File: src/rtl/ntt_host_pkg.sv
// Shared types and width helpers for the NTT multiplier host initiator.
package ntt_host_pkg;

   typedef enum logic [2:0] {
      ST_IDLE,
      ST_LOAD,
      ST_START,
      ST_WAIT,
      ST_READ,
      ST_FIN
   } state_t;

   // Load index spans 0..2N-1 and must still be comparable against 2N
   function automatic int idx_width(input int n);
      return $clog2(2 * n + 1);
   endfunction

   function automatic int cnt_width(input int t);
      return $clog2(t + 1);
   endfunction

endpackage

File: src/rtl/ntt_host_rd_fifo.sv
// Two-entry output FIFO holding result coefficients with their last marker.
module ntt_host_rd_fifo #(
   parameter int WIDTH = 32
) (
   input  logic             clk,
   input  logic             rst_n,
   input  logic             push,
   input  logic [WIDTH-1:0] push_data,
   input  logic             push_last,
   input  logic             pop,
   output logic [WIDTH-1:0] head_data,
   output logic             head_last,
   output logic [1:0]       count,
   output logic             full,
   output logic             empty
);

   logic [WIDTH-1:0] mem_data [2];
   logic [1:0]       mem_last;
   logic             wr_ptr;
   logic             rd_ptr;

   always_ff @(posedge clk or negedge rst_n) begin
      if (!rst_n) begin
         mem_data[0] <= '0;
         mem_data[1] <= '0;
         mem_last    <= '0;
         wr_ptr      <= 1'b0;
         rd_ptr      <= 1'b0;
         count       <= 2'd0;
      end else begin
         if (push) begin
            mem_data[wr_ptr] <= push_data;
            mem_last[wr_ptr] <= push_last;
            wr_ptr           <= ~wr_ptr;
         end
         if (pop)
            rd_ptr <= ~rd_ptr;
         case ({push, pop})
            2'b10:   count <= count + 2'd1;
            2'b01:   count <= count - 2'd1;
            default: count <= count;
         endcase
      end
   end

   assign head_data = mem_data[rd_ptr];
   assign head_last = mem_last[rd_ptr];
   assign full      = (count == 2'd2);
   assign empty     = (count == 2'd0);

endmodule

File: src/rtl/ntt_pm_stream_host.sv
// Host initiator: streams 2N coefficients into the NTT multiplier, runs it,
// and streams the N product coefficients back out.
//
// state    | meaning
// ST_IDLE  | waiting for first input beat while multiplier idle
// ST_LOAD  | accepting A[0..N-1] then B[0..N-1] into the load port
// ST_START | one-cycle multiplier start
// ST_WAIT  | waiting for pm_done, watchdog running
// ST_READ  | reading results into the output FIFO and draining it
// ST_FIN   | job_done pulse, back to idle
module ntt_pm_stream_host
   import ntt_host_pkg::*;
#(
   parameter int N              = 256,
   parameter int WIDTH          = 32,
   parameter int Q              = 8380417,
   parameter int ADDR_WIDTH     = 8,
   parameter int READ_LATENCY   = 0,
   parameter int TIMEOUT_CYCLES = 1 << 20
) (
   input  logic                  clk,
   input  logic                  rst_n,
   input  logic                  s_valid,
   output logic                  s_ready,
   input  logic [WIDTH-1:0]      s_data,
   input  logic                  s_last,
   output logic                  m_valid,
   input  logic                  m_ready,
   output logic [WIDTH-1:0]      m_data,
   output logic                  m_last,
   output logic                  busy,
   output logic                  job_done,
   output logic                  err_range,
   output logic                  err_frame,
   output logic                  err_timeout,
   output logic                  pm_start,
   input  logic                  pm_done,
   input  logic                  pm_busy,
   output logic                  pm_load_coeff,
   output logic                  pm_load_sel,
   output logic [ADDR_WIDTH-1:0] pm_load_addr,
   output logic [WIDTH-1:0]      pm_load_data,
   output logic [ADDR_WIDTH-1:0] pm_read_addr,
   input  logic [WIDTH-1:0]      pm_read_data
);

   localparam int IDX_W = idx_width(N);
   localparam int CNT_W = cnt_width(TIMEOUT_CYCLES);
   localparam logic [IDX_W-1:0]    IDX_LAST  = IDX_W'(2 * N - 1);
   localparam logic [ADDR_WIDTH:0] RD_END    = (ADDR_WIDTH + 1)'(N);
   localparam logic [ADDR_WIDTH:0] RD_LAST   = (ADDR_WIDTH + 1)'(N - 1);
   localparam logic [CNT_W-1:0]    WAIT_LOAD = CNT_W'(TIMEOUT_CYCLES - 1);
   localparam logic [WIDTH-1:0]    Q_W       = WIDTH'(Q);

   state_t                state;
   logic [IDX_W-1:0]      ld_idx;
   logic [CNT_W-1:0]      wait_cnt;
   logic [ADDR_WIDTH:0]   rd_addr;
   logic                  s_accept;
   logic                  rd_issue;
   logic                  push;
   logic [ADDR_WIDTH:0]   push_idx;
   logic [1:0]            in_flight;
   logic                  pop;
   logic [1:0]            fifo_count;
   logic                  fifo_full;
   logic                  fifo_empty;

   assign s_ready      = (state == ST_LOAD) && !pm_busy;
   assign s_accept     = s_valid && s_ready;
   assign busy         = (state != ST_IDLE);
   assign m_valid      = !fifo_empty;
   assign pop          = m_valid && m_ready;
   assign pm_read_addr = rd_addr[ADDR_WIDTH-1:0];

   // Reserve FIFO space for every read still travelling through the memory pipeline
   assign rd_issue = (state == ST_READ) && (rd_addr < RD_END) && !fifo_full &&
                     (({1'b0, fifo_count} + {1'b0, in_flight}) < 3'd2);

   if (READ_LATENCY == 0) begin : g_lat0
      assign push      = rd_issue;
      assign push_idx  = rd_addr;
      assign in_flight = 2'd0;
   end else begin : g_latn
      logic [READ_LATENCY-1:0] dl_vld;
      logic [ADDR_WIDTH:0]     dl_idx [READ_LATENCY];

      always_ff @(posedge clk or negedge rst_n) begin
         if (!rst_n) begin
            dl_vld <= '0;
            for (int i = 0; i < READ_LATENCY; i++)
               dl_idx[i] <= '0;
         end else begin
            dl_vld[0] <= rd_issue;
            dl_idx[0] <= rd_addr;
            for (int i = 1; i < READ_LATENCY; i++) begin
               dl_vld[i] <= dl_vld[i-1];
               dl_idx[i] <= dl_idx[i-1];
            end
         end
      end

      assign push      = dl_vld[READ_LATENCY-1];
      assign push_idx  = dl_idx[READ_LATENCY-1];
      assign in_flight = 2'($countones(dl_vld));
   end

   ntt_host_rd_fifo #(.WIDTH(WIDTH)) u_rd_fifo (
      .clk       (clk),
      .rst_n     (rst_n),
      .push      (push),
      .push_data (pm_read_data),
      .push_last (push_idx == RD_LAST),
      .pop       (pop),
      .head_data (m_data),
      .head_last (m_last),
      .count     (fifo_count),
      .full      (fifo_full),
      .empty     (fifo_empty)
   );

   always_ff @(posedge clk or negedge rst_n) begin
      if (!rst_n) begin
         state         <= ST_IDLE;
         ld_idx        <= '0;
         wait_cnt      <= '0;
         rd_addr       <= '0;
         pm_start      <= 1'b0;
         pm_load_coeff <= 1'b0;
         pm_load_sel   <= 1'b0;
         pm_load_addr  <= '0;
         pm_load_data  <= '0;
         job_done      <= 1'b0;
         err_range     <= 1'b0;
         err_frame     <= 1'b0;
         err_timeout   <= 1'b0;
      end else begin
         pm_load_coeff <= 1'b0;
         pm_start      <= 1'b0;
         job_done      <= 1'b0;
         if (rd_issue)
            rd_addr <= rd_addr + 1'b1;

         case (state)
            ST_IDLE: begin
               if (s_valid && !pm_busy) begin
                  state       <= ST_LOAD;
                  ld_idx      <= '0;
                  err_range   <= 1'b0;
                  err_frame   <= 1'b0;
                  err_timeout <= 1'b0;
               end
            end
            ST_LOAD: begin
               if (s_accept) begin
                  pm_load_coeff <= 1'b1;
                  pm_load_sel   <= ld_idx[ADDR_WIDTH];
                  pm_load_addr  <= ld_idx[ADDR_WIDTH-1:0];
                  pm_load_data  <= s_data;
                  if (s_data >= Q_W)
                     err_range <= 1'b1;
                  if (s_last != (ld_idx == IDX_LAST))
                     err_frame <= 1'b1;
                  if (ld_idx == IDX_LAST) begin
                     state  <= ST_START;
                     ld_idx <= '0;
                  end else begin
                     ld_idx <= ld_idx + 1'b1;
                  end
               end
            end
            ST_START: begin
               pm_start <= 1'b1;
               wait_cnt <= WAIT_LOAD;
               state    <= ST_WAIT;
            end
            ST_WAIT: begin
               if (pm_done) begin
                  state   <= ST_READ;
                  rd_addr <= '0;
               end else if (wait_cnt == '0) begin
                  err_timeout <= 1'b1;
                  state       <= ST_IDLE;
               end else begin
                  wait_cnt <= wait_cnt - 1'b1;
               end
            end
            ST_READ: begin
               if (pop && m_last) begin
                  job_done <= 1'b1;
                  state    <= ST_FIN;
               end
            end
            ST_FIN: begin
               rd_addr <= '0;
               state   <= ST_IDLE;
            end
            default: state <= ST_IDLE;
         endcase
      end
   end

endmodule

File: config.mk
export PLATFORM = sky130hd
export DESIGN_NAME = ntt_pm_stream_host
export DESIGN_NICKNAME = d
export VERILOG_FILES = /design/src/rtl/ntt_host_pkg.sv /design/src/rtl/ntt_host_rd_fifo.sv /design/src/rtl/ntt_pm_stream_host.sv
export SDC_FILE = /design/constraint.sdc
export NUM_CORES = 1
export LEC_CHECK = 0
export ABC_AREA = 1
export CAP_MARGIN = 20
export CORE_ASPECT_RATIO = 2
export CORE_MARGIN = 2
export CORE_UTILIZATION = 60
export DETAILED_ROUTE_END_ITERATION = 16
export DONT_BUFFER_PORTS = 1
export HOLD_SLACK_MARGIN = 0.15
export PLACE_DENSITY = 0.82
export SLEW_MARGIN = 0
export SYNTH_ARGS = -nofsm -noshare
export SYNTH_HDL_FRONTEND = slang
export SYNTH_HIERARCHICAL = 1
export SYNTH_SLANG_ARGS = --single-unit
File: constraint.sdc
create_clock -name clk -period 4 [get_ports clk]
set_input_delay 0.8 -clock clk [delete_from_list [all_inputs] [get_ports clk]]
set_output_delay 0.8 -clock clk [all_outputs]
set_load 0.05 [all_outputs]
==> results of run 1 <==
## cell usage in the layout, fill, tap and decap left out, drive strengths merged
cell type / synthesis / routed
a21oi: 10 / 10
buf: 28 / 9
bufinv: 0 / 3
clkbuf: 14 / 17
clkinvlp: 0 / 2
dfrtp: 160 / 160
ha: 6 / 6
inv: 131 / 140
nand2: 300 / 300
nand3: 29 / 29
nand4: 19 / 19
nor2: 71 / 71
nor3: 11 / 11
nor4: 1 / 1
o21ai: 154 / 154
o21bai: 1 / 1
o22ai: 1 / 1
o31ai: 1 / 1
or2: 2 / 2
xnor2: 10 / 10
xor2: 7 / 7
## final timing paths
kind / end / slack, ns / depth (start not counted)
min in group clk: u_rd_fifo/mem_data[27] / 0.48 / 2
worst max-delay path: m_data[23] / 1.04 / 2
worst min register to register: u_rd_fifo/mem_data[27] / 0.48 / 2
max in group asynchronous: wait_cnt[15] / 3.68 / 0
worst min-delay path: u_rd_fifo/mem_data[3] / 0.07 / 0
worst max register to register: u_rd_fifo/mem_data[51] / 1.84 / 9
## sequential cells by signal (all words and copies together), names as in the netlist, 2 cells and up
| signal | count |
|---|---|
| push_idx | 9 |
| u_rd_fifo/count | 2 |
| ld_idx | 10 |
| pm_load_data | 32 |
| pm_load_addr | 8 |
| wait_cnt | 21 |
| state | 3 |
| u_rd_fifo/mem_data | 64 |
| u_rd_fifo/mem_last | 2 |
## worst register-to-register path, cell delays in order, from the launching register on
cell and delay, ns:
dfrtp_1 0.47, inv_2 0.14, nand2_1 0.06, nor2_1 0.13
nand2_1 0.16, inv_1 0.25, inv_2 0.08, or2_4 0.47
nand2_1 0.18, o21ai_1 0.07
## layout make-up
| cell class | instances | share of cell area [%] |
|---|---|---|
| sequential | 160 | 48.20 |
| multi-input combinational | 623 | 35.18 |
| inverter | 131 | 5.978 |
| clock buffer | 17 | 5.120 |
| clock inverter | 14 | 2.304 |
| tap | 150 | 2.259 |
| timing repair buffer | 9 | 0.9637 |
## kinds of logic after synthesis
| logic type | count (synthesis) |
|---|---|
| flip-flops | 160 |
| buffers and inverters | 173 |
| AO/OA/AOI/OAI | 167 |
| AND/OR/NAND/NOR | 433 |
| XOR/XNOR | 17 |
| adder cells (fa/ha/maj) | 6 |
## routing by layer
| metal | vias to the layer above | global-route usage (%) |
|---|---|---|
| met5 | - | 0 |
| met1 | 2772 | 27.90 |
| li1 | 2972 | - |
| met3 | 32 | 4.724 |
| met4 | 0 | 10.34 |
| met2 | 180 | 41.74 |
## power by group
group          switching [mW]  internal [mW]
combinational            1.37          0.410
sequential              0.403           1.98
clock                   0.693           1.00
total                    2.46           3.40
## stage by stage
step	hold slack, ns	total power [mW]	utilization [%]	cell area (µm²)	instances
after floorplan	0.4529	3.937	-	7689	956
final	0.07024	5.860	66.19	8309	1104
after CTS	0.05641	5.909	66.03	8289	1103
after global routing	0.04592	6.181	66.19	8309	1104
after detailed placement	0.4711	4.192	61.11	7672	1072
after global placement	0.4650	4.136	61.11	7672	1072
==> metrics.yaml, run 1 <==
wl_met1_um: 6375
final_antenna_net_count: 0
cp-end-kind: "primary output"
fin_crit_sh_pct: 73.99
path_delay_family: "flip-flops"
rsz0062_at_grt: "no"
ff_latch_area_um2: 4005
cp.arrival_ns: 2.16
cts_tree: "done"
drtIter0Drc: 286
ys_warn_count: 6
synth_xor_area_share_pct: 1.937
highest_layer: "met4"
die_width_um: 84.05
synth_area_leaders: "dfrtp_1 (52%), nand2_1 (14%), o21ai_0 (7.3%)"
synth-simple-area-share_pct: 23.73
slew_viol_final: 0
dp_hpwl_um: 11030
async_flop_share_pct: 100.0
cp_cell_sequence: "nand2_1 > o21ai_1"
layout.nets: 1019
outcome: "complete, no violations"
cp_num_buf_inv: 0
grt_pass1_vias: 5721
diodes: 0
crit_fanout: 67
fillers: 1089
cp_slowest_cell: "dfrtp_2"
clkLatencyLatePin_ns: 0.41
htree_levels: 4
dieArea_um2: 13790
numPortBuffers: 0
synth_largest_area_cell: "dfrtp_1"
die_y_um: 164.1
synth_fa_ha_area_share_pct: 0.9764
synth_compound_area_share_pct: 11.34
synth_top_family_by_area: "simple AND/OR/NAND/NOR gates"
synth_cell_types: 35
grt_overflow_total: 0
start_util_pct: 61.24
core_um2: 12550
wl_per_cell_um: 14.35
drv_cap: 0
place_ws_ns: 1.478
syn_inst: 956
final.setup.tns_ns: 0
worstSetupPathType: "reg2out"
drive_gt1_share_pct: 7.338
hold_class: "in2async"
yosysMostFrequentCell: "nand2_1"
synth-main-ff-cell: "dfrtp_1"
max-slew-margin-rel_pct: 31.04
clk_pin_slew_worst_paths_ns: 0.07
setup-violations-final: 0
gp_congestion: 0.8717
wl_met2_um: 8356
period_needed_ns: 2.960
vias: 5956
drc: 0
clock-root-buffer: "clkbuf_16"
rows: 58
setup_slack_ns: 1.040
grt_pass1_wl_um: 26460
worstPathRequired_ns: 3.20
max_freq_ghz: 0.3379
powerDensity_nw_per_um2: 705.2
synth_nets: 1033
post-cts-setup-buffer-count: 0
ys_ff_latch: 160
met3_length_um: 747
grt_max_degree: 161
yosysSeqAreaShare_pct: 52.07
antenna_found_initial: 0
power.leakage_nw: 4.345
r2r-start: "state[0]"
syn_area_per_cell_um2: 8.042
finalHoldViolCount: 0
worst_path_largest_cell_delay_ns: 1.05
ctsResizeCount: 0
muxShareOfSynthArea_pct: 0
finalWirelength_um: 15850
worstMarginPinSlew_ns: 1.034
synth_area_um2: 7689
vias_per_cell: 5.395
synth-edff-count: 0
grtUsageTotal_pct: 23.72
syn2layout_area_growth_pct: 8.072
crit_path_start_kind: "flip-flop"
critical_path.startpoint: "u_rd_fifo/rd_ptr"
numCtsBuffers: 17
multi_input_area_um2: 2923
yosysTopAreaCellShare_pct: 52.07
clock_path_buffers: 2
io_pins: 162
worst_clock_skew_ns: 0.009315
synth_commonest_cells: "nand2_1 (294), dfrtp_1 (160), inv_1 (124)"
max-vdd-ir-drop_mv: 0.6514
cts.sinks: 160
dr.pass1.iters: 5
No activity file was read; power rests on OpenSTA's default activity.
==> inputs of run 2 (changes only) <==
--- a/config.mk
+++ b/config.mk
@@ -5,7 +5,7 @@
 export SDC_FILE = /design/constraint.sdc
 export NUM_CORES = 1
 export LEC_CHECK = 0
-export ABC_AREA = 1
+export ABC_AREA = 0
 export CAP_MARGIN = 20
 export CORE_ASPECT_RATIO = 2
 export CORE_MARGIN = 2
==> constraint.sdc (replaced) <==
create_clock -name clk -period 2.9 [get_ports clk]
set_input_delay 0.58 -clock clk [delete_from_list [all_inputs] [get_ports clk]]
set_output_delay 0.58 -clock clk [all_outputs]
set_load 0.05 [all_outputs]
==> run 2 against run 1 <==
Effect of this change:
- the run now ends with hold timing left
- clock power is 34% higher
- utilization increased by 0.40 points
- register-to-register slack worse by 1.3 ns
- flip-flop and latch count is the same
- clock skew grew 0.0015 ns
- first-iteration DRC count down 0.70%
- clock-buffer cell count unchanged
- largest cell class unchanged
- largest power group unchanged
- highest routed layer unchanged
==> metrics.yaml, run 2 <==
outcome: "finished with violations"
violations: "hold timing"
drc: 0
wl_per_cell_um: 18.85
drv_cap: 0
clock_path_buffers: 2
grtUsageTotal_pct: 22.17
rows: 57
fin_crit_sh_pct: 85.74
worst_path_largest_cell_delay_ns: 0.64
slew_viol_final: 0
dieArea_um2: 13120
io_pins: 162
clock-root-buffer: "clkbuf_16"
clk_pin_slew_worst_paths_ns: 0.07
synth_largest_area_cell: "dfrtp_1"
cp-end-kind: "primary output"
regMostFlops: "u_rd_fifo/mem_data"
core_um2: 11980
post-cts-setup-buffer-count: 0
setup-violations-final: 0
yosysTopAreaCellShare_pct: 54.82
path_delay_family: "flip-flops"
final.setup.tns_ns: 0
diodes: 0
layout.nets: 644
vias: 4440
worstSetupPathType: "reg2out"
syn_area_per_cell_um2: 12.84
dr.pass1.iters: 4
powerDensity_nw_per_um2: 1017
max-slew-margin-rel_pct: 55.49
drtIter0Drc: 284
max-vdd-ir-drop_mv: 0.9464
gp_congestion: 0.7953
cp_cell_sequence: "buf_4 > mux2_2"
grt_pass1_wl_um: 22550
place_ws_ns: 0.6017
numPortBuffers: 0
clkLatencyLatePin_ns: 0.42
crit_fanout: 15
synth-edff-count: 0
grt_max_degree: 161
dp_hpwl_um: 9219
ys_ff_latch: 160
synth_nets: 646
layout_common_cells: "dfrtp_1 (160), mux2_2 (138), nand2_1 (32)"
layout_commonest_cell: "dfrtp_1"
worstMarginPinSlew_ns: 0.6677
final_antenna_net_count: 0
yosysSeqAreaShare_pct: 54.82
finalHoldViolCount: 160
largestRegisters: "u_rd_fifo/mem_data x64, pm_load_data x32, wait_cnt x21"
dpl.cell_count: 695
rsz0062_at_grt: "no"
worst_clock_skew_ns: 0.01079
vias_per_cell: 6.107
synth_area_leaders: "dfrtp_1 (55%), mux2_2 (21%), nand2_1 (1.6%)"
setup_slack_ns: 0.4135
final-instance-count-excl-fill: 727
syn2layout_area_growth_pct: 9.234
cp_slowest_cell: "dfrtp_1"
max_freq_ghz: 0.4022
numCtsBuffers: 17
fillers: 896
synth_cell_types: 57
cts_tree: "done"
yosysMostFrequentCell: "dfrtp_1"
hold_ws_ns: -0.1438
htree_levels: 4
period_needed_ns: 2.486
grt_pass1_vias: 4729
worstPathRequired_ns: 2.32
synth_commonest_cells: "dfrtp_1 (160), mux2_2 (138), nand2_1 (32)"
largest_register_ffs: 64
antenna_found_initial: 0
die_y_um: 160.0
grt_overflow_total: 0
cp_num_buf_inv: 1
start_util_pct: 60.95
cp.arrival_ns: 1.91
ys_warn_count: 6
synth_area_um2: 7303
finalWirelength_um: 13710
die_width_um: 82.02
crit_path_start_kind: "flip-flop"
synth-main-ff-cell: "dfrtp_1"
drive_gt1_share_pct: 34.66
async_flop_share_pct: 100.0
hold_class: "in2async"
cts.sinks: 160
syn_inst: 569
power.leakage_nw: 3.448
[run 2: cell types whose count changed after synthesis, moves of 8 or more]
| cell | before | now |
|---|---|---|
| inv_1 | 124 | 9 |
| o21ai_2 | 8 | 0 |
| nand2_1 | 294 | 32 |
| nand3_1 | 28 | 11 |
| mux2_2 | 0 | 138 |
| o21ai_1 | 34 | 0 |
| o21ai_0 | 112 | 22 |
| nand4_1 | 19 | 8 |
| nor2_1 | 67 | 26 |
[run 2: worst register-to-register path: stages (launching register included)]
cell and delay, ns:
dfrtp_1 0.40, or3_2 0.55, or4b_1 0.58, o211ai_1 0.39, or4_2 0.19, nand3_1 0.07
[run 2: metrics by stage]
step | power (mW) | instance area, µm² | util (%)
final | 8.112 | 7978 | 66.58
after global routing | 8.443 | 7978 | 66.58
after CTS | 8.184 | 7978 | 66.58
after detailed placement | 5.890 | 7362 | 61.45
after global placement | 5.829 | 7362 | 61.45
after floorplan | 5.558 | 7303 | -
[run 2: per-layer routing]
metal  GRT usage [%]  routed length [µm]
met2           35.44                7084
met3           8.531                1048
met1           27.16                5305
met4           7.576                 267
met5               0                   0
[run 2: repair_timing]
| item | CTS | global route |
|---|---|---|
| endpoints found under the hold margin | 160 | 160 |
| endpoints found under the setup margin | 0 | 0 |
| gates resized for setup | 0 | 0 |
[run 2: cell type report]
type                       instances  area, µm²  share of cell area, %
multi-input combinational        370       3060                  38.36
inverter                           9      33.78                 0.4235
clock inverter                    15      190.2                  2.384
timing repair buffer               9      80.08                  1.004
sequential                       160       4004                  50.19
clock buffer                      17      425.4                  5.332
tap                              147      183.9                  2.306
[run 2: worst paths after layout]
path / from / to / slack, ns / depth (start not counted)
max: u_rd_fifo/rd_ptr / m_data[18] / 0.41 / 2
min: rst_n / u_rd_fifo/mem_data[21] / -0.14 / 0
max reg2reg: wait_cnt[17] / wait_cnt[19] / 0.58 / 5
min reg2reg: u_rd_fifo/mem_data[42] / u_rd_fifo/mem_data[42] / 0.48 / 1
max in group asynchronous: rst_n / u_rd_fifo/mem_data[51] / 2.73 / 0
min in group clk: pm_read_data[9] / u_rd_fifo/mem_data[41] / 0.29 / 1
[run 2: logic make-up after synthesis]
kind of cell             count (synthesis)  share of synthesized area, %
XOR/XNOR                                21                         2.518
AND/OR/NAND/NOR                        144                         11.48
AO/OA/AOI/OAI                           55                         4.677
flip-flops                             160                         54.82
adder cells (fa/ha/maj)                  6                         1.028
multiplexers                           144                         22.13
buffers and inverters                   39                         3.341
[run 2: power breakdown]
group          switching [mW]  total [mW]  internal, mW
Sequential               1.31        3.95          2.64
Clock                    1.02        2.27          1.25
Combinational            1.19        1.89         0.700
Total                    3.52        8.11          4.59
